===== src/rtl/btn_event_arb.sv =====
// btn_event_arb: shared-tick debounce for NUM_BTN buttons, round-robin dispatch into one valid/ready event stream.
// Long-press detection is compiled in only when LONG_PRESS_EN is defined.
module btn_event_arb #(
   parameter int          NUM_BTN    = 4,
   parameter int          ID_W       = 2,
   parameter logic [19:0] TICK_MAX   = 20'd1000000,
   parameter logic [7:0]  LONG_TICKS = 8'd100
) (
   input  logic               clock,
   input  logic               n_reset,
   input  logic [NUM_BTN-1:0] btn_in,
   output logic               evt_valid,
   input  logic               evt_ready,
   output logic [ID_W-1:0]    evt_id,
   output logic               evt_long,
   output logic               evt_overrun,
   output logic [NUM_BTN-1:0] pending
);

   // state      | meaning
   // ST_IDLE    | nothing presented; pick the next requester round-robin
   // ST_PRESENT | evt_valid high; evt_id/evt_long frozen until evt_ready
   localparam logic [0:0] ST_IDLE    = 1'b0;
   localparam logic [0:0] ST_PRESENT = 1'b1;
   localparam int         IDX_W      = (NUM_BTN > 1) ? $clog2(NUM_BTN) : 1;

   logic [19:0]        r_cnt;
   logic               w_tick;
   logic [NUM_BTN-1:0] r_sync1;
   logic [NUM_BTN-1:0] r_sync2;
   logic [NUM_BTN-1:0] r_stable;
   logic [NUM_BTN-1:0] w_press;
   logic [NUM_BTN-1:0] r_pending;
   logic [NUM_BTN-1:0] w_clr_s;
   logic [NUM_BTN-1:0] w_req;
   logic [NUM_BTN-1:0] w_gvec;
   logic [0:0]         r_state;
   logic               r_evt_valid;
   logic [ID_W-1:0]    r_evt_id;
   logic [ID_W-1:0]    r_last_grant;
   logic               r_evt_overrun;
   logic               w_accept;
   logic               w_ovr;
   logic               w_found;
   logic [ID_W-1:0]    w_sel_id;

   assign w_tick = (r_cnt == TICK_MAX);

   always_ff @(posedge clock or negedge n_reset) begin
      if (!n_reset) begin
         r_cnt <= '0;
      end else if (w_tick) begin
         r_cnt <= '0;
      end else begin
         r_cnt <= r_cnt + 20'd1;
      end
   end

   always_ff @(posedge clock or negedge n_reset) begin
      if (!n_reset) begin
         r_sync1  <= '0;
         r_sync2  <= '0;
         r_stable <= '0;
      end else begin
         r_sync1 <= btn_in;
         r_sync2 <= r_sync1;
         if (w_tick) begin
            r_stable <= r_sync2;
         end
      end
   end

   assign w_press  = r_sync2 & ~r_stable & {NUM_BTN{w_tick}};
   assign w_accept = (r_state == ST_PRESENT) & evt_ready;
   assign w_gvec   = NUM_BTN'(1) << r_evt_id;

`ifdef LONG_PRESS_EN
   logic [NUM_BTN-1:0] r_lpending;
   logic [NUM_BTN-1:0] w_lpress;
   logic [NUM_BTN-1:0] w_clr_l;
   logic [NUM_BTN-1:0] w_sel_vec;
   logic               r_evt_long;

   // Hold counter saturates at LONG_TICKS so each hold yields one long event.
   for (genvar gi = 0; gi < NUM_BTN; gi++) begin : g_hold
      logic [7:0] r_hold;
      always_ff @(posedge clock or negedge n_reset) begin
         if (!n_reset) begin
            r_hold <= '0;
         end else if (!r_stable[gi]) begin
            r_hold <= '0;
         end else if (w_tick && (r_hold != LONG_TICKS)) begin
            r_hold <= r_hold + 8'd1;
         end
      end
      assign w_lpress[gi] = w_tick & r_stable[gi] & (r_hold != LONG_TICKS)
                            & ((r_hold + 8'd1) == LONG_TICKS);
   end

   assign w_req     = r_pending | r_lpending;
   assign w_clr_s   = (w_accept & ~r_evt_long) ? w_gvec : '0;
   assign w_clr_l   = (w_accept &  r_evt_long) ? w_gvec : '0;
   assign w_ovr     = (|(w_press & r_pending & ~w_clr_s)) | (|(w_lpress & r_lpending & ~w_clr_l));
   assign w_sel_vec = NUM_BTN'(1) << w_sel_id;

   always_ff @(posedge clock or negedge n_reset) begin
      if (!n_reset) begin
         r_lpending <= '0;
      end else begin
         r_lpending <= (r_lpending & ~w_clr_l) | w_lpress;
      end
   end

   // Short press is served before the long press of the same button.
   always_ff @(posedge clock or negedge n_reset) begin
      if (!n_reset) begin
         r_evt_long <= 1'b0;
      end else if ((r_state == ST_IDLE) && w_found) begin
         r_evt_long <= ~|(r_pending & w_sel_vec);
      end
   end

   assign evt_long = r_evt_long;
`else
   logic w_unused_lt;

   assign w_unused_lt = ^LONG_TICKS;
   assign w_req       = r_pending;
   assign w_clr_s     = w_accept ? w_gvec : '0;
   assign w_ovr       = |(w_press & r_pending & ~w_clr_s);
   assign evt_long    = 1'b0;
`endif

   // Set wins over a same-cycle clear.
   always_ff @(posedge clock or negedge n_reset) begin
      if (!n_reset) begin
         r_pending     <= '0;
         r_evt_overrun <= 1'b0;
      end else begin
         r_pending     <= (r_pending & ~w_clr_s) | w_press;
         r_evt_overrun <= w_ovr;
      end
   end

   // First requester above last_grant, else first requester from index 0.
   always_comb begin
      w_found  = 1'b0;
      w_sel_id = '0;
      for (int i = 0; i < NUM_BTN; i++) begin
         if (!w_found && (i > int'(r_last_grant)) && w_req[i[IDX_W-1:0]]) begin
            w_found  = 1'b1;
            w_sel_id = ID_W'(i);
         end
      end
      for (int i = 0; i < NUM_BTN; i++) begin
         if (!w_found && w_req[i[IDX_W-1:0]]) begin
            w_found  = 1'b1;
            w_sel_id = ID_W'(i);
         end
      end
   end

   always_ff @(posedge clock or negedge n_reset) begin
      if (!n_reset) begin
         r_state      <= ST_IDLE;
         r_evt_valid  <= 1'b0;
         r_evt_id     <= '0;
         r_last_grant <= ID_W'(NUM_BTN - 1);
      end else begin
         case (r_state)
            ST_IDLE: begin
               if (w_found) begin
                  r_evt_id    <= w_sel_id;
                  r_evt_valid <= 1'b1;
                  r_state     <= ST_PRESENT;
               end
            end
            ST_PRESENT: begin
               if (evt_ready) begin
                  r_last_grant <= r_evt_id;
                  r_evt_valid  <= 1'b0;
                  r_state      <= ST_IDLE;
               end
            end
            default: begin
               r_evt_valid <= 1'b0;
               r_state     <= ST_IDLE;
            end
         endcase
      end
   end

   assign evt_valid   = r_evt_valid;
   assign evt_id      = r_evt_id;
   assign evt_overrun = r_evt_overrun;
   assign pending     = r_pending;

endmodule


===== config.mk =====
export PLATFORM = sky130hd
export DESIGN_NAME = btn_event_arb
export DESIGN_NICKNAME = d
export VERILOG_FILES = /design/src/rtl/btn_event_arb.sv
export SDC_FILE = /design/constraint.sdc
export NUM_CORES = 1
export LEC_CHECK = 0
export CAP_MARGIN = 20
export CORE_ASPECT_RATIO = 1.25
export CORE_MARGIN = 4
export CORE_UTILIZATION = 50
export DETAILED_ROUTE_END_ITERATION = 8
export PLACE_DENSITY = 0.69
export SLEW_MARGIN = 10
export SYNTH_ARGS = -nofsm -noshare
export SYNTH_HDL_FRONTEND = slang
export SYNTH_SLANG_ARGS = --single-unit
export TNS_END_PERCENT = 1

===== constraint.sdc =====
create_clock -name clock -period 2.5 [get_ports clock]
set_clock_uncertainty 0.05 [all_clocks]
set_input_delay 0.25 -clock clock [delete_from_list [all_inputs] [get_ports clock]]
set_output_delay 0.25 -clock clock [all_outputs]
set_load 0.02 [all_outputs]

==> impl_metrics.ini <==
[synthesis]
synth_largest_area_cell = dfrtp_1
ys_top_cells_by_area = dfrtp_1 55%, xnor2_1 5.6%, nand3_1 4.0%
synth.top_cell.area_share_pct = 54.6
synth_edf_count = 0
synthAdderAreaFrac_pct = 1.33
syn_avg_cell_area_um2 = 11.1
syn_nets = 179
ys_seq_elements = 43
synth-compound-area-share_pct = 8.46
synth_xor_area_share_pct = 6.99
synth_mux_area_share_pct = 2.40
synth_area_mm2 = 0.00188
seq_area_frac_synth_pct = 57.4
synth_top_family_by_area = simple AND/OR/NAND/NOR gates
ys.flop_type = dfrtp_1
ys_types = 41
syn_inst = 170
yosys_warnings = 0
yosys.area_share.simple_pct = 20.7
synthArstFlopShare_pct = 100

[finish]
postLayoutCoreUtil_pct = 61.8
antennaDiodeCount = 0
multi_input_area_um2 = 753
register_area_mm2 = 0.00108
areaGrowthSynthToFinish_pct = 16.5
fillers = 311
final_nets = 198
layout-drive-gt1-share_pct = 11.1

[job]
drv_cap = 0

[power]
power.density_mw_per_mm2 = 735
p_leak_nw = 0.937
irDropWorstVdd_uv = 431

[global_routing]
grt.overflow.total = 0
grt_max_degree = 44
grtUsageTotal_pct = 16.5
antenna_found_initial = 0
grt_pass1_wl_mm = 6.20
grt_pass1_vias = 1390

[cts]
root_buffer = clkbuf_8
post_cts_buffers = 0
numCtsBuffers = 5
cts_tree = yes
ctsHtreeMaxLevel = 2
cts.clk_slew.worst_paths_ps = 80
cts_sinks = 43
holdBufCountCts = 0
cts_resized = 0
cts_buffer_depth = 2
worstSkewPairLatency_ps = 300

[routing]
drt-total-wl_mm = 3.50
drtAntennaViolNets = 0
first_iter_violations = 93
dr_total_vias = 1318
wl_per_cell_um = 15.3
dr.pass1.iters = 4
via_per_inst = 5.76
drc = 0

[floorplan]
die_w_um = 62.8
io_pins = 16
core_mm2 = 0.00354
rows = 24
die_h_um = 76.5
die_area_mm2 = 0.00481
start_util_pct = 53.0

[placement]
hpwl_mm = 2.41
io_buffers = 14
gp_congestion = 0.807

[run_status]
status = finished clean

[sta]
maxSlewHeadroom_pct = 38.6
hold_violations = 0
setup_viol = 0
slew_viol_final = 0
worstMarginPinSlew_ps = 922
setup_tns_ps = 0
period_needed_ps = 2170
fmax_mhz = 461
finalCritPeriodShare_pct = 86.8
rsz0062_at_grt = no

[worst_hold_path]
hp-class = input pin to async pin

[worst_setup_path]
crit_path_start_kind = flip-flop
critPathKind = flip-flop to flip-flop
arrival_ps = 2310
critPathMaxFanout = 8
endpoint_kind = flip-flop
worst_ep_required_time_ps = 2640
## area by class of cell
cell class / instances / share of cell area, %
clock buffers: 5 / 3.14
repair buffers: 15 / 6.51
inverters: 8 / 1.37
flip-flops and latches: 43 / 49.3
multi-input cells: 116 / 34.4
clock inverters: 3 / 3.09
well taps: 39 / 2.23
## Yosys cell counts (2+ instances only)
cell / number
ha_1: 2
o21a_1: 3
nor2b_1: 4
o21ai_0: 7
a22o_1: 2
a21oi_1: 4
mux2_2: 4
nand4b_1: 2
nand3_1: 15
xnor2_1: 12
nor2_1: 12
nand2_1: 11
or3_1: 3
nor4b_1: 3
nand4_1: 4
xor2_1: 3
inv_1: 8
dfstp_2: 2
and3_1: 3
nor4_1: 3
dfrtp_1: 41
o22ai_1: 2
nor3_1: 2
## report_power, final
group | leakage (nW) | switching, mW | total, mW | internal, mW
clock network | 0.0644 | 0.239 | 0.637 | 0.398
registers | 0.550 | 0.0499 | 0.806 | 0.756
logic | 0.322 | 0.0883 | 0.166 | 0.0779
## critical path, cell delays in order, from the launching register on
cell and delay, ps:
dfrtp_1 440, inv_1 80, ha_1 150, nor4b_1 370, nand3_1 130, nor2_1 440
mux2_2 400
## placed cells by master (no fill, tap or decap), drive strengths merged, types with 4 or more instances in the layout
master,Yosys,routed
a21oi,4,4
clkbuf,1,5
clkdlybuf4s50,0,13
dfrtp,41,41
inv,8,8
mux2,4,4
nand2,11,11
nand3,15,15
nand4,5,5
nor2,12,12
nor2b,4,4
o21ai,7,7
xnor2,12,12
## worst paths after layout
path                            start  cells after the start           to  slack (ps)
setup reg to reg             r_cnt[0]                      6  r_stable[3]         330
hold / removal                n_reset                      1    evt_id[0]          30
setup / recovery             r_cnt[0]                      6  r_stable[3]         330
min in group clock         r_sync1[2]                      0   r_sync2[2]         300
hold reg to reg            r_sync1[2]                      0   r_sync2[2]         300
max in group asynchronous     n_reset                      1    r_cnt[10]        1790
## through the flow
step	hold slack, ps	total power [mW]	worst slack [ps]	instance area, um2	cells
final	28.8	1.61	330	2190	229
after global routing	101	1.70	30.0	2190	229
after CTS	64.6	1.63	319	2190	229
after detailed placement	285	0.987	335	2050	221
after global placement	283	0.976	495	2050	221
after floorplan	-95.6	0.902	638	1880	170
## kinds of logic (layout without fill, tap and decap cells)
group	after synthesis	after routing
AO/OA/AOI/OAI	24	24
XOR/XNOR	15	15
adder cells (fa/ha/maj)	2	2
buffers and inverters	11	31
flip-flops	43	43
multiplexers	4	4
other	1	1
AND/OR/NAND/NOR	70	70
## routing by layer
metal,up-vias,global-route usage [%],part of all wire [%]
li1,632,-,-
met1,640,19.7,45
met2,38,25.8,48
met3,8,5.90,4.6
met4,0,8.83,2.2
met5,-,0,0
## flip-flops by register name, indices dropped and copies added (netlist names)
name and cells:
evt_id 2, r_sync2 4, r_sync1 4, r_stable 4, evt_valid 1, r_state 1, pending 4, evt_overrun 1
r_last_grant 2, r_cnt 20
Power figures use the tool's default switching activity.
